==> src/rtl/decoder_sweep_ctrl.sv <==
// Sweep controller for a 2:4 / 3:8 / 4:16 decoder under test: walks every input
// code, holds each one for DWELL cycles and checks the one-hot result in the last cycle.
module decoder_sweep_ctrl #(
    parameter int DWELL = 2
) (
    input  logic        clk,
    input  logic        rst,
    input  logic        start,
    input  logic [1:0]  mode,
    output logic [1:0]  Z,
    output logic [3:0]  X,
    input  logic [15:0] Y,
    output logic        busy,
    output logic        done,
    output logic        err,
    output logic [3:0]  fail_x,
    output logic [4:0]  fail_cnt
);

    typedef enum logic [1:0] {
        IDLE   = 2'd0,
        DRIVE  = 2'd1,
        FINISH = 2'd2
    } state_t;

    localparam logic [3:0] DWELL_LAST = 4'(DWELL - 1);

    state_t     state_r;
    logic [3:0] dwell_r;
    logic       compare_s;
    logic       mismatch_s;
    logic       last_s;

    function automatic logic [3:0] last_code(input logic [1:0] m);
        case (m)
            2'b00:   return 4'd3;
            2'b01:   return 4'd7;
            2'b10:   return 4'd15;
            default: return 4'd0;
        endcase
    endfunction

    function automatic logic [15:0] expected_y(input logic [1:0] m, input logic [3:0] x);
        if (m == 2'b11) begin
            return 16'h0000;
        end else begin
            return 16'h0001 << x;
        end
    endfunction

    // Z always carries the mode latched at start, so it selects the expected pattern
    assign compare_s  = (state_r == DRIVE) && (dwell_r == DWELL_LAST);
    assign mismatch_s = (Y != expected_y(Z, X));
    assign last_s     = (X == last_code(Z));

    // Sweep FSM with registered decoder drive, status and mismatch bookkeeping
    always_ff @(posedge clk or posedge rst) begin
        if (rst) begin
            state_r  <= IDLE;
            dwell_r  <= 4'd0;
            Z        <= 2'b00;
            X        <= 4'd0;
            busy     <= 1'b0;
            done     <= 1'b0;
            err      <= 1'b0;
            fail_x   <= 4'd0;
            fail_cnt <= 5'd0;
        end else begin
            case (state_r)
                IDLE: begin
                    done <= 1'b0;
                    if (start) begin
                        state_r  <= DRIVE;
                        Z        <= mode;
                        X        <= 4'd0;
                        busy     <= 1'b1;
                        dwell_r  <= 4'd0;
                        err      <= 1'b0;
                        fail_x   <= 4'd0;
                        fail_cnt <= 5'd0;
                    end
                end
                DRIVE: begin
                    if (compare_s) begin
                        if (mismatch_s) begin
                            err <= 1'b1;
                            if (fail_cnt != 5'd31) begin
                                fail_cnt <= fail_cnt + 5'd1;
                            end
                            if (!err) begin
                                fail_x <= X;
                            end
                        end
                        if (last_s) begin
                            // Z/X keep the last code so the final compare stays observable
                            state_r <= FINISH;
                            busy    <= 1'b0;
                            done    <= 1'b1;
                        end else begin
                            X       <= X + 4'd1;
                            dwell_r <= 4'd0;
                        end
                    end else begin
                        dwell_r <= dwell_r + 4'd1;
                    end
                end
                FINISH: begin
                    done    <= 1'b0;
                    state_r <= IDLE;
                end
                default: begin
                    state_r <= IDLE;
                    busy    <= 1'b0;
                    done    <= 1'b0;
                end
            endcase
        end
    end

endmodule

==> config.mk <==
export PLATFORM = sky130hd
export DESIGN_NAME = decoder_sweep_ctrl
export DESIGN_NICKNAME = d
export VERILOG_FILES = /design/src/rtl/decoder_sweep_ctrl.sv
export SDC_FILE = /design/constraint.sdc
export NUM_CORES = 1
export LEC_CHECK = 0
export ABC_AREA = 1
export CAP_MARGIN = 40
export CORE_MARGIN = 1.5
export CORE_UTILIZATION = 55
export CTS_CLUSTER_DIAMETER = 60
export DETAILED_ROUTE_END_ITERATION = 16
export PLACE_DENSITY = 0.89
export SYNTH_ARGS = -nofsm -noshare
export SYNTH_HDL_FRONTEND = slang
export SYNTH_SLANG_ARGS = --single-unit
export TNS_END_PERCENT = 1
==> constraint.sdc <==
create_clock -name clk -period 4 [get_ports clk]
set_input_delay 0.8 -clock clk [delete_from_list [all_inputs] [get_ports clk]]
set_output_delay 0.8 -clock clk [all_outputs]
set_load 0.02 [all_outputs]
# Yosys cells after proc, flatten, opt, wreduce, memory -nomap -nowiden
# Index checks and enable logic that the tools add are counted.
[totals]
output_inout_bits = 18
in_bits = 21
reg_bits = 24
[op_classes]
n_mux = 33
addsub = 3
shift = 1
n_reduce_logical = 13
bitwise_logic = 1
eq_ne = 17
[op_table]
columns = ["op", "n"]
rows = [
  ["4-bit 2-to-1 mux", 8],
  ["4-bit case mux with 2 select lines", 3],
  ["5-bit 2-to-1 mux", 4],
  ["16-bit 2-to-1 mux", 1],
  ["16-bit inequality test", 1],
  ["1-bit by 4-bit << shifter with 16-bit output (first input constant)", 1],
  ["2-bit inequality test (second input constant)", 6],
  ["4-bit case mux with 3 select lines", 1],
  ["4-bit AND reduction", 3],
  ["5-bit case mux with 2 select lines", 1],
  ["5-bit AND reduction", 2],
  ["1-bit 2-to-1 mux", 9],
  ["4-bit by 1-bit adder with 4-bit output (second input constant)", 2],
  ["2-bit equality test (second input constant)", 3],
  ["2-bit 2-to-1 mux", 3],
  ["3-bit AND reduction", 2],
  ["5-bit by 1-bit adder with 5-bit output (second input constant)", 1],
  ["5-bit inequality test (second input constant)", 1],
  ["2-bit by 1-bit equality test with 1-bit output (second input constant)", 2],
  ["4-bit by 1-bit equality test with 1-bit output (second input constant)", 1],
  ["4-bit equality test", 1],
  ["2-bit zero test", 2],
  ["2-bit case mux with 2 select lines", 1],
  ["2-bit AND reduction", 2],
  ["7 further kinds", 7],
]

# Longest topological paths before layout
[depth]
ltp_word = 6
ltp_mapped = 14
mapped_depth_nobuf = 14

# Worst setup path after synthesis
# No wires, ideal clock.
[synth_timing]
path_type = "reg2reg"
start = "reg Z[0]"
end = "reg fail_x[1]"
setup_slack_ns = 2.122
synth_period_minus_slack_ns = 1.878
path_stages_with_launch = 14
t_required_ns = 3.933
arrival_time_ns = 1.812
cell_sequence = "dfrtp_1 > ha_1 > nor2_4 > buf_6 > nand2_1 > nand2_1 > nand2_1 > nor2_2 > nand2_2 > nor2_4 > nand3_4 > nand2_2 > nand2_1 > nand2_1"
[synth_between]
elab_chain_cells = 5
[synth_lines]
columns = ["element", "line_no", "text"]
rows = [
  ["start: declaration", "10", "output logic [1:0] Z,"],
  ["start signal: assignment", "74", "Z <= mode;"],
  ["2-bit equality test", "44", "if (m == 2'b11) begin"],
  ["16-bit 2-to-1 mux", "44", ""],
  ["16-bit inequality test", "53", "assign mismatch_s = (Y != expected_y(Z, X));"],
  ["2-bit inequality test (no line)", "n/a", ""],
  ["5-bit AND reduction (no line)", "n/a", ""],
  ["end signal: assignment", "66", "fail_x <= 4'd0;"],
  ["end signal: assignment", "79", "fail_x <= 4'd0;"],
  ["end signal: assignment", "91", "fail_x <= X;"],
  ["end: declaration", "16", "output logic [3:0] fail_x,"],
]
# No other way between the ends.
# A chain may end at the register's enable or synchronous reset.

# Final worst setup path
[layout_timing]
start = "reg X[2]"
end = "out X[2]"
[layout_lines]
columns = ["element", "line_no", "text"]
rows = [
  ["start: declaration", "11", "output logic [3:0] X,"],
  ["start signal: assignment", "100", "X <= X + 4'd1;"],
]
# No word-level cell between the ends.

==> results.json <==
{
  "ctsHoldBuffers": 0,
  "wl_per_cell_um": 11.06,
  "max_freq_ghz": 0.4070,
  "grt-ovfl-total": 0,
  "yosys.area.top_type": "dfrtp_1",
  "leakagePower_uw": 0.001110,
  "setup_tns_ps": 0,
  "clkTransAtPathRegs_ps": 130,
  "rrSetupSlack_ps": 1960,
  "ys.flop_type": "dfrtp_1",
  "rows": 20,
  "cts_setup_buffers": 0,
  "grt_antenna_before_repair": 0,
  "cp-start-kind": "flip-flop",
  "maxCapViolations": 0,
  "drcViolationCount": 0,
  "cp_slowest_cell": "clkdlybuf4s50_1",
  "dieArea_um2": 3648,
  "crit_family": "buffers and inverters",
  "yosys-top-cells-count": "nand2_1 (87), dfrtp_1 (24), inv_1 (20), nand3_1 (14), nand3b_1 (14)",
  "tightest_slew_ps": 531.9,
  "clock_tree.buffer_depth": 2,
  "htree_levels": 1,
  "cp_slowest_stage_delay_ps": 690,
  "vias_per_cell": 5.114,
  "gp_congestion": 0.8014,
  "cts_tree": "done",
  "setup_viol_count_final": 0,
  "grt.total_usage": 0.2275,
  "cp_max_fo": 12,
  "final_max_slew_viol_count": 0,
  "final_cell_area_um2": 2253,
  "rsz0062_at_grt": "false",
  "crit_path_end_kind": "primary output",
  "drt_iter0_drc": 54,
  "grt_start_max_net_pins": 19,
  "num_vias": 1657,
  "clock_latency_ps": 320,
  "setup.worst_path.class": "flip-flop to primary output",
  "power.density_nw_per_um2": 651.1,
  "ys_ff_latch": 24,
  "grt_pass1_vias": 1501,
  "synth_top_area_frac": 0.3315,
  "syn_to_final_growth_pct": 24.38,
  "yosysUniqueCellTypes": 28,
  "ios": 39,
  "nNetsFinal": 315,
  "first_pass_iters": 4,
  "synth_edf_count": 0,
  "drive_gt1_frac": 0.1000,
  "cp.buffers_inverters": 1,
  "power_uw": 1467,
  "cp.required_ps": 3200,
  "place_hpwl_um": 2892,
  "die_h_um": 60.40,
  "period_needed_ps": 2457,
  "syn-instance-count": 242,
  "post_cts_resize_count": 0,
  "post-route-period-util": 0.6142,
  "wl_um": 3585,
  "numCtsBuffers": 3,
  "ys_top_cells_by_area": "dfrtp_1 (33%), nand2_1 (18%), ha_1 (9.0%)",
  "syn_nets": 276,
  "synthArstFlopShare": 1.000,
  "postPlaceCellArea_um2": 2217,
  "hp-class": "flip-flop to flip-flop",
  "final.setup_skew_ps": 4.888,
  "outcome": "completed",
  "fp.dieW_um": 60.40,
  "cts_num_sinks": 24,
  "ys.warnings.count": 0,
  "clockRootBuffer": "clkbuf_4",
  "vdd_drop_max_mv": 0.4659,
  "initial_core_util": 0.5839,
  "portBuffers": 38,
  "coreArea_um2": 3103,
  "fillCellCount": 274,
  "crit_chain": "clkdlybuf4s50_1",
  "syn_area_per_cell_um2": 7.487,
  "hold_viol_final": 0,
  "seq_area_frac_synth": 0.3315,
  "cp.arrival_ps": 1660,
  "grt_pass1_wl_um": 6292,
  "max-slew-margin-rel": 0.6454,
  "yosysMostFrequentCell": "nand2_1",
  "antenna_cells": 0,
  "syn_area_um2": 1812,
  "drtAntennaViolNets": 0
}
cell usage in the layout (no fill, tap or decap):
cell type        netlist  layout
nand2_4                1       1
dfrtp_1               24      24
a21oi_1                6       6
inv_2                  2       2
o21ai_0                9       9
nand2_1               87      87
inv_4                  1       1
nor2_1                10      10
o22ai_1                2       2
nand2_2                4       4
nand3_1               14      14
clkbuf_8               0       1
nor2_2                 7       7
or2_2                  2       2
nand3b_1              14      14
buf_8                  0       1
nand3_4                1       1
inv_1                 20      20
o32ai_1                1       1
nand4_1                6       6
xor2_1                 4       4
clkbuf_4               0       3
nor2_8                 1       1
nor2_4                 4       4
ha_1                  13      13
xnor2_1                2       2
clkdlybuf4s50_1        0      38
o21a_1                 1       1
and3_1                 1       1
metal layers:
layer,part of all wire,GRT usage,vias to the layer above
met2,0.48,0.3898,32
met3,0.035,0.04478,5
li1,-,-,860
met4,0.011,0.05714,0
met5,0,0,-
met1,0.48,0.2966,760
registers in the layout, summed over array words and instances (netlist names), 2 cells and up:
| signal | count |
|---|---|
| Z | 2 |
| dwell_r | 4 |
| fail_cnt | 5 |
| X | 4 |
| state_r | 2 |
| fail_x | 4 |
path summary, 6_finish.rpt:
check                                 startpoint                      end  depth (start not counted)
setup / recovery                X[2]$_DFFE_PP0P_                     X[2]                          1
hold / removal             fail_x[2]$_DFFE_PP0P_    fail_x[2]$_DFFE_PP0P_                          2
setup reg to reg                Z[1]$_DFFE_PP0P_  fail_cnt[4]$_DFFE_PP0P_                         12
hold reg to reg            fail_x[2]$_DFFE_PP0P_    fail_x[2]$_DFFE_PP0P_                          2
max in group asynchronous                    rst         Z[1]$_DFFE_PP0P_                          3
min in group asynchronous                    rst  fail_cnt[1]$_DFFE_PP0P_                          2
area by class of cell:
type	count	area, um^2	area share
inverter	23	88.84	0.03942
multi-input combinational	190	1077	0.4781
tap	44	55.05	0.02443
sequential	24	600.6	0.2665
clock buffer	4	36.28	0.01610
timing repair buffer	39	395.4	0.1755
report_power, final:
part           internal (uW)  switching (uW)  leakage (uW)
combinational            362             515      0.000784
sequential               344             119      0.000304
clock                   55.7            71.9     0.0000210
stage by stage:
stage,setup WS [ps],cells,utilization,hold WS [ps]
after global routing,1473,324,0.7262,501.7
final,1543,324,0.7262,490.9
after CTS,1523,324,0.7262,492.9
after floorplan,2122,242,-,512.8
after global placement,1680,319,0.7097,461.9
after detailed placement,1607,320,0.7145,462.2
cell families (layout without fill, tap and decap cells):
logic type / Yosys count / after routing / synth area share
simple gates: 152 / 152 / 0.4185
buf+inv: 28 / 66 / 0.07390
flops: 24 / 24 / 0.3315
compound gates: 19 / 19 / 0.05732
fa+ha+maj: 13 / 13 / 0.08978
xor+xnor: 6 / 6 / 0.02901
No activity file was read; power rests on OpenSTA's default activity.
==> RTL change: new RTL, config.mk and constraints unchanged <==
Encoding of `state_t`: now one-hot (3 bits for 3 states).
--- a/src/rtl/decoder_sweep_ctrl.sv
+++ b/src/rtl/decoder_sweep_ctrl.sv
@@ -17,10 +17,10 @@
     output logic [4:0]  fail_cnt
 );
 
-    typedef enum logic [1:0] {
-        IDLE   = 2'd0,
-        DRIVE  = 2'd1,
-        FINISH = 2'd2
+    typedef enum logic [2:0] {
+        IDLE   = 3'b001,
+        DRIVE  = 3'b010,
+        FINISH = 3'b100
     } state_t;
 
     localparam logic [3:0] DWELL_LAST = 4'(DWELL - 1);
Formal check against the unedited RTL: no difference found for any inputs over 10 cycles, from zero or initial values and one cycle with rst high; not proved beyond that.
==> RTL change against the unedited design <==
Count of clock-buffer cells in the layout down 1. Non-clock buffer count stayed put. Power fell by 32%. Cell count is 4.9% higher. Setup slack better by 17 ps. Wire length up 4.1%. Area after synthesis increased by 2.2%. Sequential cell count up 1. Final area grew 1.5%.
==> RTL change: results (changes against the unedited design) <==
finish:
  largest_reg_flops: 5  # unchanged
  nets: 331  # +5.1%
  num-multi-input-gates: 197  # +3.7%
  fillCellCount: 255  # -6.9%
  clk_share_pct: 1.20  # -0.41 points
  multi_input_area_um2: 1060  # -1.3%
  num-nonclk-inverters: 31  # +35%
  buffers: 39  # unchanged
  num_antenna_cells: 0  # unchanged
  drive_gt1_share_pct: 6.76  # -3.2 points
  seq_area_share_pct: 27.4  # +0.76 points
  seq_cells: 25  # +4.2%
  nonClkBufAreaFrac_pct: 17.3  # -0.26 points
logic_synthesis:
  ys_types: 29  # +3.6%
  syn_nets: 292  # +5.8%
  synth-xor-area-share_pct: 2.36  # -0.54 points
  ys_seq_elements: 25  # +4.2%
  synthArstFlopShare_pct: 100  # unchanged
  muxShareOfSynthArea_pct: 0  # unchanged
  synth-compound-area-share_pct: 4.86  # -0.87 points
  ys_top_cells_by_count: "nand2_1, inv_1, dfrtp_1"
  seq_area_frac_synth_pct: 33.9  # +0.70 points
  ys_top_cells_by_area: "dfrtp_1, nand2_1, ha_1, inv_1, nand3_1"
  synth_flop_cell: "dfrtp_1"
  synthAdderAreaFrac_pct: 8.78  # -0.19 points
critical_path:
  cp_slowest_cell: "clkdlybuf4s50_1"
  cp_top_family: "buffers and inverters"
routing:
  routedWlPerCell_um: 11.0  # -0.83%
  drt-pass1-iter-count: 6  # +2
  avgViaCountPerCell: 5.10  # -0.22%
  drt_first_iter_violations: 66  # +22%
clock_tree:
  post_cts_buffers: 0  # unchanged
  clock_path_buffers: 2  # unchanged
  h-tree-depth: 1  # unchanged
  clk_pin_slew_worst_paths_ps: 140
  cts_buffers: 3  # unchanged
  clk_latency_ps: 330
  cts.repair.resized: 0  # unchanged
sta:
  worstMarginPinSlew_ps: 507  # -24.4 ps
  fin_worst_skew_ps: 3.74  # -1.15 ps
  hold_viol: 0  # unchanged
grt:
  grt_max_degree: 17  # -2
  grt_pass1_wl_um: 6390  # +1.5%
  grt_pass1_vias: 1525  # +1.6%
  globalRouteTotalUtil_pct: 22.4  # -0.30 points
  antenna_found_initial: 0  # unchanged
worst_hold_path:
  hp-class: "reg -> reg"
placement:
  dp_hpwl_um: 2890  # about the same
  gp_congestion: 0.832  # +3.8%
power:
  p_leak_nw: 1.14  # +2.5%
  ir_drop_uv: 345  # -26%
outcome:
  status: "finished, final reports clean"
## RTL change: power by group
| group | internal (W) | switching, W | total [W] |
|---|---|---|---|
| registers | 0.000304 | 0.0000502 | 0.000354 |
| logic | 0.000190 | 0.000336 | 0.000526 |
| clock network | 0.0000376 | 0.0000776 | 0.000115 |
| total | 0.000531 | 0.000464 | 0.000995 |
## RTL change: path summary, 6_finish.rpt
path,start,endpoint,slack [ps],cells after the start
max in group asynchronous,rst,state_r[0]$_DFFE_PP1P_,2670,3
min in group asynchronous,rst,fail_x[1]$_DFFE_PP0P_,780,2
max,X[2]$_DFFE_PP0P_,X[2],1560,1
min,fail_x[1]$_DFFE_PP0P_,fail_x[1]$_DFFE_PP0P_,500,2
max reg2reg,Z[1]$_DFFE_PP0P_,fail_x[3]$_DFFE_PP0P_,1930,12
min reg2reg,fail_x[1]$_DFFE_PP0P_,fail_x[1]$_DFFE_PP0P_,500,2
## RTL change: cells by family after synthesis
family                   Yosys count
adder cells (fa/ha/maj)           13
AND/OR/NAND/NOR                  164
AO/OA/AOI/OAI                     15
buffers and inverters             36
XOR/XNOR                           5
flip-flops                        25
## RTL change: through the flow
step | instance area, um2 | power [W] | setup slack (ps) | utilization (%) | cells
after floorplan | 1850 | 0.000724 | 2110 | - | 258
after global placement | 2240 | 0.000858 | 1720 | 71.8 | 335
after detailed placement | 2260 | 0.000879 | 1650 | 72.2 | 336
after CTS | 2290 | 0.000999 | 1550 | 73.1 | 340
after global routing | 2290 | 0.00109 | 1500 | 73.1 | 340
final | 2290 | 0.000995 | 1560 | 73.1 | 340
## RTL change: routing by layer
layer  vias to the layer above  wire length [um]  GRT usage (%)
li1                        903                 -              -
met1                       780              1760           30.0
met2                        45              1750           37.2
met3                         7               180           4.83
met4                         0                45           5.59
met5                         -                 0              0
